[src/rtl/inv_interp_if.sv]
// Handshake bundle for inv_interp_seq: operand side (in_*) and result side (out_*),
// each with its own valid/ready pair.
interface inv_interp_if #(
    parameter int IW_M = 4,
    parameter int QW_M = 12,
    parameter int IW_B = 8,
    parameter int QW_B = 10,
    parameter int IW_Y = 8,
    parameter int QW_Y = 14,
    parameter int IW_X = 6,
    parameter int QW_X = 10
);
    logic                          in_valid;
    logic                          in_ready;
    logic signed [IW_M+QW_M-1:0]   m;
    logic signed [IW_B+QW_B-1:0]   b;
    logic signed [IW_Y+QW_Y-1:0]   y;
    logic                          out_valid;
    logic                          out_ready;
    logic signed [IW_X+QW_X-1:0]   x;
    logic                          sat;
    logic                          div0;

    modport master (
        output in_valid, m, b, y, out_ready,
        input  in_ready, out_valid, x, sat, div0
    );

    modport slave (
        input  in_valid, m, b, y, out_ready,
        output in_ready, out_valid, x, sat, div0
    );
endinterface

[src/rtl/inv_interp_seq.sv]
// Sequential inverse interpolator: x = (y - b) / m in signed fixed point, one
// quotient bit per cycle through a restoring magnitude divider; latency NW+1.
module inv_interp_seq #(
    parameter int IW_M = 4,
    parameter int QW_M = 12,
    parameter int IW_B = 8,
    parameter int QW_B = 10,
    parameter int IW_Y = 8,
    parameter int QW_Y = 14,
    parameter int IW_X = 6,
    parameter int QW_X = 10
) (
    input  logic        clk,
    input  logic        rst,
    inv_interp_if.slave bus
);
    localparam int IW_D = ((IW_Y > IW_B) ? IW_Y : IW_B) + 1;
    localparam int QW_D = (QW_Y > QW_B) ? QW_Y : QW_B;
    localparam int DW   = IW_D + QW_D;
    localparam int S    = QW_X + QW_M - QW_D;
    localparam int NW   = DW + S;
    localparam int MW   = IW_M + QW_M;
    localparam int W    = IW_X + QW_X;
    localparam int CW   = (NW > 1) ? $clog2(NW) : 1;

    localparam logic signed [W-1:0] X_MAX     = {1'b0, {(W-1){1'b1}}};
    localparam logic signed [W-1:0] X_MIN     = {1'b1, {(W-1){1'b0}}};
    localparam logic [NW-1:0]       Q_POS_LIM = NW'(X_MAX);
    localparam logic [NW-1:0]       Q_NEG_LIM = Q_POS_LIM + NW'(1);

    if (S < 0) begin : g_fmt_chk
        $fatal(1, "inv_interp_seq: QW_X + QW_M must not be smaller than max(QW_Y, QW_B)");
    end

    typedef enum logic [1:0] {IDLE, DIV, DONE} state_t;

    // Returns {sat, div0, x}. A negative quotient of exactly 2^(W-1) is representable.
    function automatic logic [W+1:0] saturate(input logic [NW-1:0] q,
                                              input logic          neg,
                                              input logic          mzero,
                                              input logic          dneg);
        logic signed [W-1:0] xv;
        logic                sv;
        logic                dv;
        xv = q[W-1:0];
        sv = 1'b0;
        dv = 1'b0;
        if (mzero) begin
            sv = 1'b1;
            dv = 1'b1;
            xv = dneg ? X_MIN : X_MAX;
        end else if (neg) begin
            if (q > Q_NEG_LIM) begin
                sv = 1'b1;
                xv = X_MIN;
            end else begin
                xv = -q[W-1:0];
            end
        end else if (q > Q_POS_LIM) begin
            sv = 1'b1;
            xv = X_MAX;
        end
        return {sv, dv, xv};
    endfunction

    state_t state, state_n;
    logic   in_ready_c, accept, load_out, hs_out;

    logic signed [DW-1:0] y_al, b_al, diff;
    logic signed [DW:0]   diff_w;
    logic [DW:0]          dmag;
    logic signed [MW:0]   m_w;
    logic [MW:0]          mmag;
    logic [NW-1:0]        num_n;

    logic [MW-1:0]        dvs_p0;
    logic                 neg_p0, dneg_p0, mz_p0;
    logic [NW-1:0]        num_p1, q_p1;
    logic [MW-1:0]        rem_p1;
    logic [CW-1:0]        cnt_p1;
    logic                 vld_p2;
    logic signed [W-1:0]  x_p2;
    logic                 sat_p2, div0_p2;

    logic [MW:0]          sh;
    logic [MW+1:0]        trial;
    logic                 qbit;
    logic [MW-1:0]        rem_n;

    // Operand conditioning: align binary points, then take magnitudes one bit wider
    assign y_al   = DW'(bus.y) <<< (QW_D - QW_Y);
    assign b_al   = DW'(bus.b) <<< (QW_D - QW_B);
    assign diff   = y_al - b_al;
    assign diff_w = (DW+1)'(diff);
    assign dmag   = diff_w[DW] ? (DW+1)'(-diff_w) : (DW+1)'(diff_w);
    assign num_n  = NW'(dmag) << S;
    assign m_w    = (MW+1)'(bus.m);
    assign mmag   = m_w[MW] ? (MW+1)'(-m_w) : (MW+1)'(m_w);

    // Restoring step: shift in the next numerator bit, keep the difference if it fits
    assign sh    = {rem_p1, num_p1[NW-1]};
    assign trial = {1'b0, sh} - {2'b00, dvs_p0};
    assign qbit  = ~trial[MW+1];
    assign rem_n = qbit ? MW'(trial) : sh[MW-1:0];

    always_ff @(posedge clk) begin
        if (rst) begin
            state <= IDLE;
        end else begin
            state <= state_n;
        end
    end

    always_comb begin
        state_n    = state;
        in_ready_c = 1'b0;
        accept     = 1'b0;
        load_out   = 1'b0;
        hs_out     = 1'b0;
        case (state)
            IDLE: begin
                in_ready_c = 1'b1;
                if (bus.in_valid) begin
                    accept  = 1'b1;
                    state_n = DIV;
                end
            end
            DIV: begin
                if (cnt_p1 == CW'(NW - 1)) begin
                    state_n = DONE;
                end
            end
            DONE: begin
                if (!vld_p2) begin
                    load_out = 1'b1;
                end else if (bus.out_ready) begin
                    hs_out  = 1'b1;
                    state_n = IDLE;
                end
            end
            default: state_n = IDLE;
        endcase
    end

    // p0/p1: operand capture and iteration state
    always_ff @(posedge clk) begin
        if (accept) begin
            num_p1  <= num_n;
            dvs_p0  <= MW'(mmag);
            neg_p0  <= diff[DW-1] ^ bus.m[MW-1];
            dneg_p0 <= diff[DW-1];
            mz_p0   <= (bus.m == '0);
            rem_p1  <= '0;
            q_p1    <= '0;
        end else if (state == DIV) begin
            num_p1 <= num_p1 << 1;
            rem_p1 <= rem_n;
            q_p1   <= {q_p1[NW-2:0], qbit};
        end
    end

    always_ff @(posedge clk) begin
        if (rst) begin
            cnt_p1 <= '0;
        end else if (accept) begin
            cnt_p1 <= '0;
        end else if (state == DIV) begin
            cnt_p1 <= cnt_p1 + CW'(1);
        end
    end

    // p2: registered, held result
    always_ff @(posedge clk) begin
        if (rst) begin
            vld_p2  <= 1'b0;
            x_p2    <= '0;
            sat_p2  <= 1'b0;
            div0_p2 <= 1'b0;
        end else if (load_out) begin
            vld_p2                    <= 1'b1;
            {sat_p2, div0_p2, x_p2}   <= saturate(q_p1, neg_p0, mz_p0, dneg_p0);
        end else if (hs_out) begin
            vld_p2 <= 1'b0;
        end
    end

    assign bus.in_ready  = in_ready_c;
    assign bus.out_valid = vld_p2;
    assign bus.x         = x_p2;
    assign bus.sat       = sat_p2;
    assign bus.div0      = div0_p2;
endmodule
[src/flat_wrapper.sv]
// flat-port wrapper written by rule: the top's interface ports become plain ports
module inv_interp_seq_flat 
#(
    parameter int IW_M = 4,
    parameter int QW_M = 12,
    parameter int IW_B = 8,
    parameter int QW_B = 10,
    parameter int IW_Y = 8,
    parameter int QW_Y = 14,
    parameter int IW_X = 6,
    parameter int QW_X = 10
)
  (clk, rst, bus_in_valid, bus_m, bus_b, bus_y, bus_out_ready, bus_in_ready, bus_out_valid, bus_x, bus_sat, bus_div0);
  inv_interp_if #(.IW_M(IW_M), .QW_M(QW_M), .IW_B(IW_B), .QW_B(QW_B), .IW_Y(IW_Y), .QW_Y(QW_Y), .IW_X(IW_X), .QW_X(QW_X)) bus_i ();
  input  logic clk;
  input  logic rst;
  input wire logic [$bits(bus_i.in_valid)-1:0] bus_in_valid;
  input wire logic [$bits(bus_i.m)-1:0] bus_m;
  input wire logic [$bits(bus_i.b)-1:0] bus_b;
  input wire logic [$bits(bus_i.y)-1:0] bus_y;
  input wire logic [$bits(bus_i.out_ready)-1:0] bus_out_ready;
  output wire logic [$bits(bus_i.in_ready)-1:0] bus_in_ready;
  output wire logic [$bits(bus_i.out_valid)-1:0] bus_out_valid;
  output wire logic [$bits(bus_i.x)-1:0] bus_x;
  output wire logic [$bits(bus_i.sat)-1:0] bus_sat;
  output wire logic [$bits(bus_i.div0)-1:0] bus_div0;
  assign bus_i.in_valid = bus_in_valid;
  assign bus_i.m = bus_m;
  assign bus_i.b = bus_b;
  assign bus_i.y = bus_y;
  assign bus_i.out_ready = bus_out_ready;
  assign bus_in_ready = bus_i.in_ready;
  assign bus_out_valid = bus_i.out_valid;
  assign bus_x = bus_i.x;
  assign bus_sat = bus_i.sat;
  assign bus_div0 = bus_i.div0;
  inv_interp_seq #(.IW_M(IW_M), .QW_M(QW_M), .IW_B(IW_B), .QW_B(QW_B), .IW_Y(IW_Y), .QW_Y(QW_Y), .IW_X(IW_X), .QW_X(QW_X)) u_core (.clk(clk), .rst(rst), .bus(bus_i));
endmodule
[config.mk]
export PLATFORM = sky130hd
export DESIGN_NAME = inv_interp_seq_flat
export DESIGN_NICKNAME = d
export VERILOG_FILES = /design/src/rtl/inv_interp_if.sv /design/src/rtl/inv_interp_seq.sv /design/src/flat_wrapper.sv
export SDC_FILE = /design/constraint.sdc
export NUM_CORES = 1
export LEC_CHECK = 0
export ABC_AREA = 1
export BUFFER_PORTS_ARGS = -buffer_cell sky130_fd_sc_hd__buf_2
export CAP_MARGIN = 15
export CELL_PAD_IN_SITES_DETAIL_PLACEMENT = 1
export CELL_PAD_IN_SITES_GLOBAL_PLACEMENT = 1
export CORE_MARGIN = 2
export CORE_UTILIZATION = 45
export CTS_BUF_LIST = sky130_fd_sc_hd__clkbuf_8
export CTS_CLUSTER_SIZE = 30
export DETAILED_ROUTE_END_ITERATION = 8
export PLACE_DENSITY = 0.86
export REMOVE_ABC_BUFFERS = 1
export SLEW_MARGIN = 10
export SYNTH_ARGS = -nofsm -noshare
export SYNTH_HDL_FRONTEND = slang
export SYNTH_SLANG_ARGS = --single-unit
[constraint.sdc]
create_clock -name clk -period 4.4 [get_ports clk]
set_clock_uncertainty 0.15 [all_clocks]
set_input_delay 1.32 -clock clk [delete_from_list [all_inputs] [get_ports clk]]
set_output_delay 1.32 -clock clk [all_outputs]
set_load 0.005 [all_outputs]
### Word-level counts from Yosys, hierarchy flattened

Index checks and enable logic that the tools add are counted.
Widths: inputs -> output; s select.

* register bits after elaboration: 115
* latch bits: 0
* bits in writable memories: 0
* memory bits (read-only): 0
* input bits: 60
* output and inout port bits: 20
* word-level logic and storage cells: 67
* memories kept: 0

* add/subtract/negate cells: 6
* $mul: 0
* divide/modulo/power cells: 0
* $lt $le $gt $ge: 2
* equal/unequal tests: 7
* shifts and indexed selects: 0
* multiplexer cells: 30
* bitwise logic cells: 2
* reductions and logical operators: 6

Operator list (number)
* $mux 16: 6
* $mux 31: 2
* $neg 16->16: 2
* $gt 31x15->1 const B: 1
* $gt 31x16->1 const B: 1
* $mux 23: 1
* $neg 23->23: 1
* $sub 22x22->23: 1
* $sub 17x16->18: 1
* $logic_not 16->1: 1
* $mux 1: 15
* $mux 15: 1
* $mux 2: 4
* $pmux 2 s3: 1
* $add 5x1->5 const B: 1
* $eq 5x5->1 const B: 1
* $ne 2x1->1 const B: 2
* $ne 2x2->1 const B: 2
* $reduce_and 4->1: 1
* $reduce_bool 2->1: 2
* $eq 2x1->1 const B: 1
* $eq 2x2->1 const B: 1
* $logic_not 2->1: 1
* $reduce_or 2->1: 1
* other kinds (2): 2

### Longest topological paths before layout

Gate-level depths: netlist (run 1).

* depth in word-level cells: 5
* depth in mapped cells: 20
* depth with buffers taken out: 19

### Worst setup path after synthesis (run 1)

No wires, ideal clock.

* path kind: input port to flip-flop
* from: input bus_y[4]
* to: register u_core.num_p1[28], data pin
* setup time: 264 ps
* data arrival time: 3138 ps
* path slack: 848 ps
* cell stages on the path: 16
* path buffers: 0
* cell sequence: inv_1 ha_1 inv_1 fa_1 xnor2_2 inv_1 nor2_1 nand3_1 nor2_1 nand2_1 nor2_2 nand3_2 nor2_2 nor2_1 nand2_1 nand3_1

* cells in the longest elaborated chain, start to end: 4

RTL lines
* start, declared: line flat_wrapper.sv:20 `input wire logic [$bits(bus_i.y)-1:0] bus_y;`
* $sub 22x22->23 (*): line inv_interp_seq.sv:93 `assign diff = y_al - b_al;`
* $neg 23->23: line inv_interp_seq.sv:95 `assign dmag = diff_w[DW] ? (DW+1)'(-diff_w) : (DW+1)'(diff_w);`
* $mux 23 (*): line inv_interp_seq.sv:95
* $mux 31 (*): line inv_interp_seq.sv:147 `if (accept) begin`
* end signal, assigned: line inv_interp_seq.sv:148 `num_p1 <= num_n;`
* end signal, assigned: line inv_interp_seq.sv:156 `num_p1 <= num_p1 << 1;`
* end, declared: line inv_interp_seq.sv:78 `logic [NW-1:0] num_p1, q_p1;`

Mark *: on every way between the ends. The rest lies on a longest branch, timed or not.
A chain may end at the register's enable or synchronous reset.

### Worst setup path in the final report (run 1)

Same ends and word-level chain as after synthesis.

==> results.sh, run 1 <==
export IMPL_outcome="finished clean"
export IMPL_max_stage_delay_ns=0.48
export IMPL_worstPathRequired_ns=4.45
export IMPL_ios=80
export IMPL_yosysTopAreaCellShare=0.185
export IMPL_crit_chain="buf_2, inv_1, ha_1, inv_1, fa_1, xnor2_2, inv_1, nor2_1, nand3_1, nor2_1, nand2_1, nor2_2, nand3_2, nor2_2, nor2_1, nand2_1, nand3_1"
export IMPL_post_route_min_period_ns=3.53
export IMPL_clkTransAtPathRegs_ns=0.07
export IMPL_antenna_found_initial=0
export IMPL_cts_root_buffer="clkbuf_8"
export IMPL_rows=48
export IMPL_ir_drop_mv=0.328
export IMPL_seq_area_frac_synth=0.345
export IMPL_vias=7587
export IMPL_grt_pass1_vias=7795
export IMPL_n_fill_cell=2289
export IMPL_dr_first_iter_drc_count=365
export IMPL_synth_top_area_cell="dfxtp_1"
export IMPL_post_cts_buffers=0
export IMPL_via_per_inst=5.24
export IMPL_finalHoldViolCount=0
export IMPL_powerDensity_nw_per_um2=439
export IMPL_drv_slew=0
export IMPL_area_delta_synth_final_pct=12.5
export IMPL_cts_resized_gates=0
export IMPL_fmax_mhz=283
export IMPL_ys_types=46
export IMPL_start_util=0.457
export IMPL_n_antenna_cell=0
export IMPL_dp_cells=1416
export IMPL_clock_latency_ns=0.45
export IMPL_die_x_um=136
export IMPL_hold_class="reg2reg"
export IMPL_multi_input_area_um2=4360
export IMPL_finalSetupTns_ns=0
export IMPL_synthFlopType="dfxtp_1"
export IMPL_place_hpwl_um=16600
export IMPL_wirelength_um=21800
export IMPL_seqCellArea_um2=2720
export IMPL_portBuffers=79
export IMPL_die_height_um=136
export IMPL_synthArstFlopShare=0
export IMPL_final_nets=1313
export IMPL_fin_crit_sh=0.803
export IMPL_postSynthCellCount=1137
export IMPL_worstSetupStartpointType="primary input"
export IMPL_fin_hold_ws_ns=0.327
export IMPL_coreArea_um2=17200
export IMPL_htree_num_levels=4
export IMPL_drcViolationCount=0
export IMPL_max_slew_margin=0.448
export IMPL_track_usage=0.247
export IMPL_finalSetupViolations=0
export IMPL_clockBufferDepth=2
export IMPL_clock_sinks=115
export IMPL_max_cap_viol_count=0
export IMPL_critPathArrivalTime_ns=3.58
export IMPL_cts_made_buffers=17
export IMPL_rsz0062_at_grt="no"
export IMPL_slowest_stage="fa_1"
export IMPL_grt_first_pass_wirelength_um=36700
export IMPL_drtPass1Iterations=4
export IMPL_syn_area_um2=7890
export IMPL_path_class="in2reg"
export IMPL_netlist_top_cells_area="dfxtp_1 19%, edfxtp_1 16%, nand2_1 14%, inv_1 8.0%, ha_1 6.3%"
export IMPL_hold_buffers=0
export IMPL_ant_nets=0
export IMPL_ys_warn_count=0
export IMPL_tightest_slew_ns=0.825
export IMPL_stdcell_count=1449
export IMPL_cts_tree="done"
export IMPL_routedWlPerCell_um=15.1
export IMPL_ys_ff_latch=115
export IMPL_grt_overflow=0
export IMPL_crit_fanout=4
export IMPL_drive_gt1_frac=0.121
export IMPL_globalplace_congestion=0.873
export IMPL_p_leak_nw=4.40
export IMPL_crit_path_end_kind="flop"
export IMPL_dieArea_um2=18600
export IMPL_synth_edff_count=42
export IMPL_avgSynthCellArea_um2=6.93
export IMPL_grt_max_degree=49
[report_power, final]
part           internal, mW  total [mW]  switching, mW
clock                 0.572        1.03          0.460
sequential             1.26        1.34         0.0881
combinational         0.539        1.52          0.977
[worst max-delay path, delay by kind of cell]
kind,cells,cell delay (ns)
buf+inv,4,0.29
fa+ha+maj,2,0.61
xor+xnor,1,0.25
simple gates,10,1.09
[stage by stage]
step	area [µm²]	total power, mW	util	setup WS, ns
6_report	8870	3.89	0.515	0.867
4_1_cts	8860	3.89	0.514	0.883
2_1_floorplan	7740	2.44	-	0.604
3_3_place_gp	8450	2.76	0.490	0.532
3_5_place_dp	8450	2.82	0.490	0.392
5_1_grt	8870	4.18	0.515	0.620
[cell usage after synthesis (17+ instances only)]
| cell | n |
|---|---|
| xor2_1 | 39 |
| a21oi_1 | 70 |
| o21ai_0 | 57 |
| nand2_1 | 304 |
| inv_1 | 168 |
| nor3_1 | 17 |
| edfxtp_1 | 42 |
| nand4_1 | 19 |
| nand3_1 | 81 |
| ha_1 | 40 |
| o22ai_1 | 29 |
| nor2_1 | 76 |
| dfxtp_1 | 73 |
| clkbuf_1 | 20 |
[layer usage]
metal | GRT usage | wire length (µm) | vias up
li1 | - | - | 3856
met1 | 0.297 | 9890 | 3577
met2 | 0.440 | 10900 | 124
met3 | 0.0425 | 627 | 30
met4 | 0.0932 | 421 | 0
met5 | 0 | 0 | -
[placed cells by master (no fill, tap or decap), types with 39 or more instances in the layout]
master / instances
nand2_1: 304
inv_1: 170
nand3_1: 81
buf_2: 79
nor2_1: 76
dfxtp_1: 73
a21oi_1: 70
o21ai_0: 57
edfxtp_1: 42
ha_1: 40
xor2_1: 39
[registers in the layout, summed over array words and instances (netlist names)]
register,count
u_core.neg_p0,1
u_core.bus.div0,1
u_core.cnt_p1,5
u_core.dvs_p0,16
u_core.state,2
u_core.dneg_p0,1
u_core.bus.out_valid,1
u_core.q_p1,31
u_core.bus.sat,1
u_core.num_p1,23
u_core.bus.x,16
u_core.mz_p0,1
u_core.rem_p1,16
[area by class of cell]
class | instances | area share
repair buffers | 85 | 0.0505
well taps | 225 | 0.0317
clock buffers | 18 | 0.0279
multi-input cells | 817 | 0.491
inverters | 175 | 0.0740
flip-flops and latches | 115 | 0.307
clock inverters | 14 | 0.0179
[kinds of logic after synthesis]
group | after synthesis | synth area share
flip-flops | 115 | 0.345
adder cells (fa/ha/maj) | 42 | 0.0685
buffers and inverters | 205 | 0.102
XOR/XNOR | 53 | 0.0598
AND/OR/NAND/NOR | 548 | 0.304
AO/OA/AOI/OAI | 174 | 0.120
[final timing paths]
kind / start / endpoint / slack, ns / depth (start not counted)
min: u_core.rem_p1[11] / u_core.rem_p1[11] / 0.33 / 2
min reg2reg: u_core.rem_p1[11] / u_core.rem_p1[11] / 0.33 / 2
max reg2reg: u_core.num_p1[30] / u_core.rem_p1[8] / 1.58 / 11
max: bus_y[4] / u_core.num_p1[28] / 0.87 / 17
No activity file was read; power rests on OpenSTA's default activity.
==> run 2: changes to the inputs <==
- clock period: 4.4 -> 3.36 ns (I/O delays scaled with it)
==> results.sh, run 2 (synthesized netlist as in run 1, its figures left out) <==
export IMPL_ant_nets=0
export IMPL_grt_pass1_vias=8015
export IMPL_clockBufferDepth=2
export IMPL_setup_slack_ns=0.266
export IMPL_die_x_um=136
export IMPL_max_cap_viol_count=0
export IMPL_place_ws_ns=-0.196
export IMPL_powerDensity_nw_per_um2=565
export IMPL_hold_class="reg2reg"
export IMPL_cts_tree="done"
export IMPL_n_fill_cell=2290
export IMPL_vias=7874
export IMPL_tightest_slew_ns=0.778
export IMPL_finalHoldViolCount=0
export IMPL_worstPathRequired_ns=3.42
export IMPL_drv_slew=0
export IMPL_clock_sinks=115
export IMPL_fmax_mhz=323
export IMPL_largest_reg_flops=31
export IMPL_clkTransAtPathRegs_ns=0.07
export IMPL_drcViolationCount=0
export IMPL_grt_first_pass_wirelength_um=37700
export IMPL_antenna_found_initial=1
export IMPL_path_class="in2reg"
export IMPL_dieArea_um2=18600
export IMPL_outcome="finished clean"
export IMPL_drtPass1Iterations=4
export IMPL_final_nets=1339
export IMPL_portBuffers=79
export IMPL_rows=48
export IMPL_cts_made_buffers=17
export IMPL_cts_root_buffer="clkbuf_8"
export IMPL_ir_drop_mv=0.441
export IMPL_critPathArrivalTime_ns=3.15
export IMPL_globalplace_congestion=0.932
export IMPL_most_common_layout_cells="304 x nand2_1, 168 x inv_1, 80 x nand3_1, 79 x buf_2, 76 x nor2_1"
export IMPL_max_slew_margin=0.479
export IMPL_place_hpwl_um=17000
export IMPL_ios=80
export IMPL_finalSetupViolations=0
export IMPL_clock_latency_ns=0.46
export IMPL_via_per_inst=5.33
export IMPL_track_usage=0.255
export IMPL_worstSetupStartpointType="primary input"
export IMPL_rsz0062_at_grt="no"
export IMPL_grt_overflow=0
export IMPL_post_cts_buffers=0
export IMPL_fin_crit_sh=0.921
export IMPL_die_height_um=136
export IMPL_p_leak_nw=4.51
export IMPL_top_regs="u_core.q_p1: 31 flops, u_core.num_p1: 23 flops"
export IMPL_drive_gt1_frac=0.142
export IMPL_wirelength_um=22800
export IMPL_fin_hold_ws_ns=0.327
export IMPL_hold_buffers=0
export IMPL_grt_max_degree=49
export IMPL_area_delta_synth_final_pct=15.0
export IMPL_final_util=0.526
export IMPL_htree_num_levels=4
export IMPL_post_route_min_period_ns=3.09
export IMPL_crit_path_end_kind="flop"
export IMPL_finalSetupTns_ns=0
export IMPL_power_mw=5.12
export IMPL_coreArea_um2=17200
export IMPL_top_register="u_core.q_p1"
export IMPL_start_util=0.457
export IMPL_dr_first_iter_drc_count=412
export IMPL_final_common_cell="nand2_1"
export IMPL_routedWlPerCell_um=15.5
export IMPL_crit_fanout=4
## run 2: worst paths after layout
path | startpoint | to | slack [ns] | depth (start not counted)
hold / removal | u_core.bus.div0 | u_core.bus.div0 | 0.33 | 1
setup / recovery | bus_y[4] | u_core.num_p1[21] | 0.27 | 14
hold reg to reg | u_core.bus.div0 | u_core.bus.div0 | 0.33 | 1
setup reg to reg | u_core.dvs_p0[13] | u_core.rem_p1[0] | 0.54 | 11
## run 2: metal layers
| metal | vias up | GRT usage | part of all wire |
|---|---|---|---|
| li1 | 3910 | - | - |
| met1 | 3760 | 0.298 | 0.43 |
| met2 | 161 | 0.463 | 0.50 |
| met3 | 43 | 0.0455 | 0.037 |
| met4 | 0 | 0.0926 | 0.024 |
| met5 | - | 0 | 0 |
## run 2: where the power goes
group	switching (mW)	leakage, nW	internal, mW	total (mW)
Sequential	0.118	1.01	1.65	1.76
Clock	0.635	0.206	0.685	1.32
Combinational	1.30	3.30	0.742	2.04
Total	2.05	4.51	3.07	5.12
## run 2: critical path: stages
cell,delay [ns]
buf_2,0.10
inv_1,0.05
ha_1,0.13
inv_1,0.06
fa_2,0.38
xnor2_2,0.21
nand2_1,0.07
nor2_1,0.18
nand2_1,0.09
nor2_1,0.18
nand3_2,0.14
o21ai_2,0.21
xor2_1,0.24
o21ai_1,0.10
## run 2: through the flow
| stage | instance area, µm² | std cells |
|---|---|---|
| 6_report | 9070 | 1476 |
| 4_1_cts | 9060 | 1475 |
| 3_5_place_dp | 8670 | 1443 |
| 5_1_grt | 9070 | 1476 |
| 3_3_place_gp | 8670 | 1443 |
| 2_1_floorplan | 7740 | 1107 |
## run 2: final cells by class
cell class | count | area [µm²] | share of cell area
inverters | 175 | 657 | 0.0724
multi-input cells | 817 | 4370 | 0.481
flip-flops and latches | 115 | 2720 | 0.300
clock inverters | 14 | 146 | 0.0161
clock buffers | 18 | 248 | 0.0273
well taps | 225 | 282 | 0.0310
diodes | 1 | 2.50 | 0.000276
repair buffers | 111 | 648 | 0.0714
## run 2: timing repair
| item | in CTS | in global routing |
|---|---|---|
| endpoints found under the hold margin | 0 | 0 |
| endpoints found under the setup margin | 0 | 4 |
| gates resized for setup | 0 | 2 |
